File: config.mk
export PLATFORM = sky130hd
export DESIGN_NAME = stream_min_max
export DESIGN_NICKNAME = d
export VERILOG_FILES = /design/src/rtl/stream_min_max_pkg.sv /design/src/rtl/comparator_lt.sv /design/src/rtl/stream_min_max.sv
export SDC_FILE = /design/constraint.sdc
export NUM_CORES = 1
export LEC_CHECK = 0
export ABC_AREA = 1
export ABC_CLOCK_PERIOD_IN_PS = 3400
export CORE_MARGIN = 2
export CORE_UTILIZATION = 55
export DETAILED_ROUTE_END_ITERATION = 7
export PLACE_DENSITY = 0.92
export REMOVE_ABC_BUFFERS = 1
export SLEW_MARGIN = 15
export SYNTH_ARGS = -nofsm -noshare
export SYNTH_HDL_FRONTEND = slang
export SYNTH_SLANG_ARGS = --single-unit
File: constraint.sdc
create_clock -name clk -period 3.4 [get_ports clk]
set_input_delay 0.68 -clock clk [delete_from_list [all_inputs] [get_ports clk]]
set_output_delay 0.68 -clock clk [all_outputs]
set_load 0.03 [all_outputs]
File: src/rtl/stream_min_max_pkg.sv
// Shared types for the stream_min_max block.
package stream_min_max_pkg;

  // Frame-tracking FSM states.
  typedef enum logic [1:0] {
    S_IDLE   = 2'd0,
    S_ACCUM  = 2'd1,
    S_REPORT = 2'd2
  } state_t;

endpackage

File: src/rtl/comparator_lt.sv
// Signed less-than comparator: lt = (a < b) for two's-complement operands.
module comparator_lt #(
  parameter int unsigned N = 32
) (
  input  logic [N-1:0] a,
  input  logic [N-1:0] b,
  output logic         lt
);

  // Signed compare so the most negative value orders below everything else.
  assign lt = $signed(a) < $signed(b);

endmodule

File: src/rtl/stream_min_max.sv
// Per-frame running min/max/count over a valid/ready stream of signed samples.
// Emits one result record per frame on a valid/ready output.
module stream_min_max
  import stream_min_max_pkg::*;
#(
  parameter int unsigned N       = 32,
  parameter int unsigned COUNT_W = 8
) (
  input  logic               clk,
  input  logic               rst,
  input  logic               start,
  input  logic               in_valid,
  output logic               in_ready,
  input  logic [N-1:0]       in_data,
  input  logic               in_last,
  output logic               out_valid,
  input  logic               out_ready,
  output logic [N-1:0]       min,
  output logic [N-1:0]       max,
  output logic [COUNT_W-1:0] count,
  output logic               sat
);

  state_t state;
  logic   lt_min;
  logic   lt_max;
  logic   first;
  logic   full;

  comparator_lt #(
    .N (N)
  ) u_lt_min (
    .a  (in_data),
    .b  (min),
    .lt (lt_min)
  );

  comparator_lt #(
    .N (N)
  ) u_lt_max (
    .a  (max),
    .b  (in_data),
    .lt (lt_max)
  );

  // No input reaches an output combinationally; handshakes decode from state.
  assign in_ready  = (state == S_ACCUM);
  assign out_valid = (state == S_REPORT);
  assign first     = (count == '0);
  assign full      = (count == '1);

  // Frame FSM plus min/max/count/sat update; S_REPORT holds the record.
  always_ff @(posedge clk or negedge rst) begin
    if (!rst) begin
      state <= S_IDLE;
      min   <= '0;
      max   <= '0;
      count <= '0;
      sat   <= 1'b0;
    end else begin
      unique case (state)
        S_IDLE: begin
          if (start) begin
            state <= S_ACCUM;
            min   <= '0;
            max   <= '0;
            count <= '0;
            sat   <= 1'b0;
          end
        end
        S_ACCUM: begin
          if (in_valid) begin
            if (first) begin
              min <= in_data;
              max <= in_data;
            end else begin
              if (lt_min) min <= in_data;
              if (lt_max) max <= in_data;
            end
            // Count sticks at all-ones; further accepts only flag saturation.
            if (full) begin
              sat <= 1'b1;
            end else begin
              count <= count + COUNT_W'(1);
            end
            if (in_last) state <= S_REPORT;
          end
        end
        S_REPORT: begin
          if (out_ready) state <= S_IDLE;
        end
        default: state <= S_IDLE;
      endcase
    end
  end

endmodule
==> results of run 1 <==
[worst max-delay path, delay by kind of cell]
family / cells / cell delay, ps
and+or+nand+nor: 12 / 1440
buffers and inverters: 2 / 590
adders and majority gates: 1 / 310
AOI/OAI and AO/OA: 1 / 170
[synth_stat cells, drive strengths merged]
library cell	count	area, sq um
nand4	4	25.0
ha	64	801
a41oi	1	16.3
clkbuf	4	15.0
a311oi	1	8.76
nand2	203	769
nor3b	1	12.5
a21oi	33	165
nor4	1	6.26
nor3	5	25.0
dfrtp	75	1880
a211oi	2	15.0
nor2	61	250
o22ai	1	6.26
inv	94	358
o21ai	14	70.1
buf	18	97.6
nand3	76	390
nand3b	1	7.51
[power by group]
group / switching, uW / internal (uW)
clock network: 330 / 430
logic: 2410 / 1350
registers: 360 / 1280
[through the flow]
step                area [sq um]  setup slack [ps]  instances  hold WS [ps]
floorplan                   4800               566        637           384
global placement            6090               333        862           484
detailed placement          6090               238        862           486
CTS                         6310               566        877           504
global route                6310               279        877           529
finish                      6310               482        877           471
[routing by layer]
metal	track usage	vias to the layer above
li1	-	2306
met1	0.349	2261
met2	0.475	204
met3	0.0440	22
met4	0.106	0
met5	0	-
[final cells by class]
type,instances,area [sq um]
clock buffers,11,141
repair buffers,117,1160
inverters,94,358
clock inverters,4,75.1
fillers,657,2370
well taps,108,135
multi-input cells,468,2570
flip-flops and latches,75,1880
[flip-flops by register name, indices dropped and copies added (netlist names)]
register / count
max: 32
min: 32
count: 8
state: 2
sat: 1
[kinds of logic after synthesis]
group	after synthesis
AO/OA/AOI/OAI	52
adder cells (fa/ha/maj)	64
buffers and inverters	116
flip-flops	75
AND/OR/NAND/NOR	352
[worst paths after layout]
kind / cells after the start / startpoint / slack [ps] / endpoint
min in group clk: 2 / min[0]$_DFFE_PN0P_ / 500 / min[0]$_DFFE_PN0P_
min reg2reg: 2 / min[0]$_DFFE_PN0P_ / 500 / min[0]$_DFFE_PN0P_
max reg2reg: 10 / state[0]$_DFFE_PN0P_ / 820 / max[9]$_DFFE_PN0P_
max: 16 / in_data[3] / 480 / max[9]$_DFFE_PN0P_
max in group asynchronous: 1 / rst / 2310 / min[12]$_DFFE_PN0P_
min: 1 / rst / 470 / min[0]$_DFFE_PN0P_
==> impl_metrics.yaml, run 1 <==
global_routing:
  grt_usage: 0.275
  grt_antenna_before_repair: 0
  grt_first_pass_wirelength_microns: 21900
  grt.overflow.total: 0
  grt_pass1_vias: 4811
  grt_max_degree: 76
layout:
  layout-drive-gt1-share: 0.0468
  final_core_util: 0.727
  nets: 867
  mostFrequentLayoutCell: "nand2_1"
  final_cell_mix: "nand2_1 (200), clkdlybuf4s50_1 (111), inv_1 (88)"
  n_antenna_cell: 0
  syn_to_final_growth_pct: 28.4
clocking:
  cts_resized: 0
  insertion_delay_ps: 350
  hold_buffers: 0
  clkTransAtPathRegs_ps: 80
  cts_root_buffer: "clkbuf_8"
  post_cts_buffers: 0
  clockBufferDepth: 2
  htreeDepth: 3
  numCtsBuffers: 9
  clock_sinks: 75
  cts_tree: "done"
timing:
  hold_violations: 0
  fin_crit_ps: 2920
  drv_slew: 0
  fin_skew_ps: 10.4
  post-route-period-util: 0.858
  fmax_mhz: 343
  setup-tns-final_ps: 0
  maxSlewHeadroom: 0.366
  worst_pin_slew_ps: 950
  setup_viol: 0
  rsz0062_at_grt: "false"
logic_synthesis:
  synth_compound_area_frac: 0.0573
  synth.ff_latch_count: 75
  synthCells: 659
  yosys.area_share.simple: 0.302
  syn_area_per_cell_sq_um: 7.46
  synth-seq-area-share: 0.382
  yosysWarningCount: 0
  synth-xor-area-share: 0
  synth_top_family_by_area: "simple AND/OR/NAND/NOR gates"
  ys_types: 27
  muxShareOfSynthArea: 0
  synthAdderAreaFrac: 0.163
  syn_area_sq_um: 4920
floorplanning:
  die_area_sq_um: 9710
  start_util: 0.566
  die_x_microns: 98.5
  io_pins: 113
  fp.dieH_microns: 98.5
  core_area_sq_um: 8680
  rows: 34
worst_setup_path:
  critPathMaxFanout: 32
  path_class: "input port to register"
  critPathArrivalTime_ps: 3200
  start_kind: "input port"
  critPathMaxStageDelay_ps: 510
  path_cells: "clkdlybuf4s50_1 > inv_1 > ha_1 > a21oi_1 > nand2_1 > nand2_1 > nand2_1 > nand2_1 > nand2_1 > nand2_1 > nand2_1 > nand2_1 > nand3_2 > nand2_2 > nand2_1 > nand2_1"
  critical_path.endpoint_type: "register"
  crit_slowest_cell: "clkdlybuf4s50_1"
  crit_top_cell: "nand2_1"
  cp.required_ps: 3680
placement:
  io_buffers: 112
  routabilityCongestion: 0.864
  dpl.hpwl_microns: 9550
routing:
  drc: 0
  firstDrtPassIters: 5
  route.met3.wl_microns: 855
  topRoutingLayerUsed: "met4"
  wl_met2_microns: 6810
  viasPerCell: 5.47
  wl_met1_microns: 5350
  vias: 4793
  post_drt_wl_per_cell_microns: 15.1
  first_iter_violations: 327
  wl_microns: 13200
  ant_nets: 0
pwr:
  power_uw: 6160
  p_per_area_nw_per_um2: 976
  leakagePower_uw: 0.00333
  ir_worst_vdd_uv: 586
run_status:
  outcome: "finished clean"
job:
  max_cap_viol_count: 0
min_path:
  hold_class: "input port to asynchronous set/reset pin"
No activity file was read; power rests on OpenSTA's default activity.
==> inputs of run 2 (changes only) <==
--- a/config.mk
+++ b/config.mk
@@ -9,6 +9,7 @@
 export ABC_CLOCK_PERIOD_IN_PS = 3400
 export CORE_MARGIN = 2
 export CORE_UTILIZATION = 55
+export CTS_CLUSTER_SIZE = 25
 export DETAILED_ROUTE_END_ITERATION = 7
 export PLACE_DENSITY = 0.92
 export REMOVE_ABC_BUFFERS = 1
==> results of run 2 <==
The final DEF is identical to that of run 1; final timing and power are the same.
==> inputs of run 3 (changes only) <==
--- a/config.mk
+++ b/config.mk
@@ -11,7 +11,7 @@
 export CORE_UTILIZATION = 55
 export CTS_CLUSTER_SIZE = 25
 export DETAILED_ROUTE_END_ITERATION = 7
-export PLACE_DENSITY = 0.92
+export PLACE_DENSITY = 0.94
 export REMOVE_ABC_BUFFERS = 1
 export SLEW_MARGIN = 15
 export SYNTH_ARGS = -nofsm -noshare
==> run 3 against run 2 <==
  * First-iteration DRC count fell by 43%
  * Critical path depth unchanged
  * Global-route usage up 0.14 points
  * Power is 1.4% lower
  * Largest power group unchanged
==> impl_metrics.yaml, run 3 (same netlist as run 1, synthesis figures left out) <==
run_status:
  outcome: "finished clean"
routing:
  wl_met1_microns: 5340
  wl_met2_microns: 6560
  post_drt_wl_per_cell_microns: 14.7
  drc: 0
  vias: 4779
  route.met3.wl_microns: 765
  firstDrtPassIters: 4
  viasPerCell: 5.44
  first_iter_violations: 187
  topRoutingLayerUsed: "met4"
  wl_microns: 12900
  ant_nets: 0
floorplanning:
  start_util: 0.566
  rows: 34
  core_area_sq_um: 8680
  fp.dieH_microns: 98.5
  die_x_microns: 98.5
  die_area_sq_um: 9710
  io_pins: 113
min_path:
  hold_class: "input port to asynchronous set/reset pin"
timing:
  setup_viol: 0
  fin_skew_ps: 14.1
  whs_ps: 455
  drv_slew: 0
  fmax_mhz: 351
  post-route-period-util: 0.838
  hold_violations: 0
  worst_pin_slew_ps: 958
  rsz0062_at_grt: "false"
  maxSlewHeadroom: 0.361
  fin_crit_ps: 2850
  setup-tns-final_ps: 0
layout:
  syn_to_final_growth_pct: 28.1
  mostFrequentLayoutCell: "nand2_1"
  layout-drive-gt1-share: 0.0493
  nets: 868
  final_core_util: 0.725
  reg.largest.list: "max x32, min x32, count x8"
  final_cell_mix: "nand2_1 (200), clkdlybuf4s50_1 (111), inv_1 (88)"
  n_antenna_cell: 0
global_routing:
  grt_usage: 0.277
  grt_first_pass_wirelength_microns: 21900
  grt_pass1_vias: 4761
  grt_max_degree: 76
  grt_antenna_before_repair: 0
  grt.overflow.total: 0
worst_setup_path:
  crit_slowest_cell: "clkdlybuf4s50_1"
  critical_path.endpoint_type: "register"
  path_class: "input port to register"
  path_cells: "clkdlybuf4s50_1 > inv_1 > ha_1 > a21oi_1 > nor2_1 > nor3_1 > nand2_1 > nand2_1 > nand2_1 > nand2_1 > nand2_1 > nand2_1 > nand3_2 > nand2_2 > nand2_1 > nand2_1"
  critPathArrivalTime_ps: 3140
  critPathMaxFanout: 32
  cp.required_ps: 3690
  critPathMaxStageDelay_ps: 480
  crit_top_cell: "nand2_1"
  start_kind: "input port"
pwr:
  p_comb_frac: 0.614
  pwr-share-clk: 0.116
  p_int_uw: 2990
  power_switching_uw: 3080
  swShare: 0.507
  ir_worst_vdd_uv: 546
  seqPwrFrac: 0.270
  leakagePower_uw: 0.00334
  p_per_area_nw_per_um2: 965
job:
  max_cap_viol_count: 0
clocking:
  cts_root_buffer: "clkbuf_8"
  clock_sinks: 75
  numCtsBuffers: 9
  clockBufferDepth: 2
  htreeDepth: 3
  post_cts_buffers: 0
  cts_resized: 0
  clkTransAtPathRegs_ps: 90
  insertion_delay_ps: 360
  hold_buffers: 0
  cts_tree: "done"
placement:
  dpl.hpwl_microns: 9490
  io_buffers: 112
  routabilityCongestion: 0.891
## run 3: layout make-up
class / count / area [sq um]
Multi-Input combinational cell: 468 / 2570
Fill cell: 671 / 2380
Sequential cell: 75 / 1880
Timing Repair Buffer: 118 / 1160
Inverter: 94 / 358
Clock buffer: 11 / 141
Tap cell: 108 / 135
Clock inverter: 5 / 52.6
## run 3: path summary, 6_finish.rpt
| check | from | end | slack (ps) | cells after the start |
|---|---|---|---|---|
| min in group clk | min[27]$_DFFE_PN0P_ | min[27]$_DFFE_PN0P_ | 500 | 2 |
| max reg2reg | state[0]$_DFFE_PN0P_ | max[16]$_DFFE_PN0P_ | 910 | 10 |
| min reg2reg | min[27]$_DFFE_PN0P_ | min[27]$_DFFE_PN0P_ | 500 | 2 |
| min | rst | max[0]$_DFFE_PN0P_ | 450 | 1 |
| max | in_data[5] | max[16]$_DFFE_PN0P_ | 550 | 16 |
| max in group asynchronous | rst | max[9]$_DFFE_PN0P_ | 2310 | 1 |
## run 3: through the flow
stage | power (uW) | area (sq um) | setup slack, ps | instances
after detailed placement | 5350 | 6100 | 248 | 863
after floorplan | 3870 | 4800 | 566 | 637
after CTS | 6070 | 6300 | 621 | 879
after global placement | 5170 | 6100 | 337 | 863
after global routing | 6520 | 6300 | 284 | 879
final | 6070 | 6300 | 549 | 879
## run 3: power groups by stage
stage               sequential [uW]  combinational (uW)  clock [uW]
floorplan                      2300                1570           0
global placement               1620                3560           0
detailed placement             1640                3700           0
CTS                            1630                3730         707
global route                   1690                4080         757
finish                         1640                3730         704
## run 3: metal layers
metal  vias to the layer above  global-route usage
li1                       2313                   -
met1                      2251               0.347
met2                       187               0.477
met3                        28              0.0518
met4                         0               0.103
met5                         -                   0
## run 3: critical path, delay by kind of cell
family | cells | cell delay [ps]
simple gates | 12 | 1440
buf+inv | 2 | 550
fa+ha+maj | 1 | 310
compound gates | 1 | 150
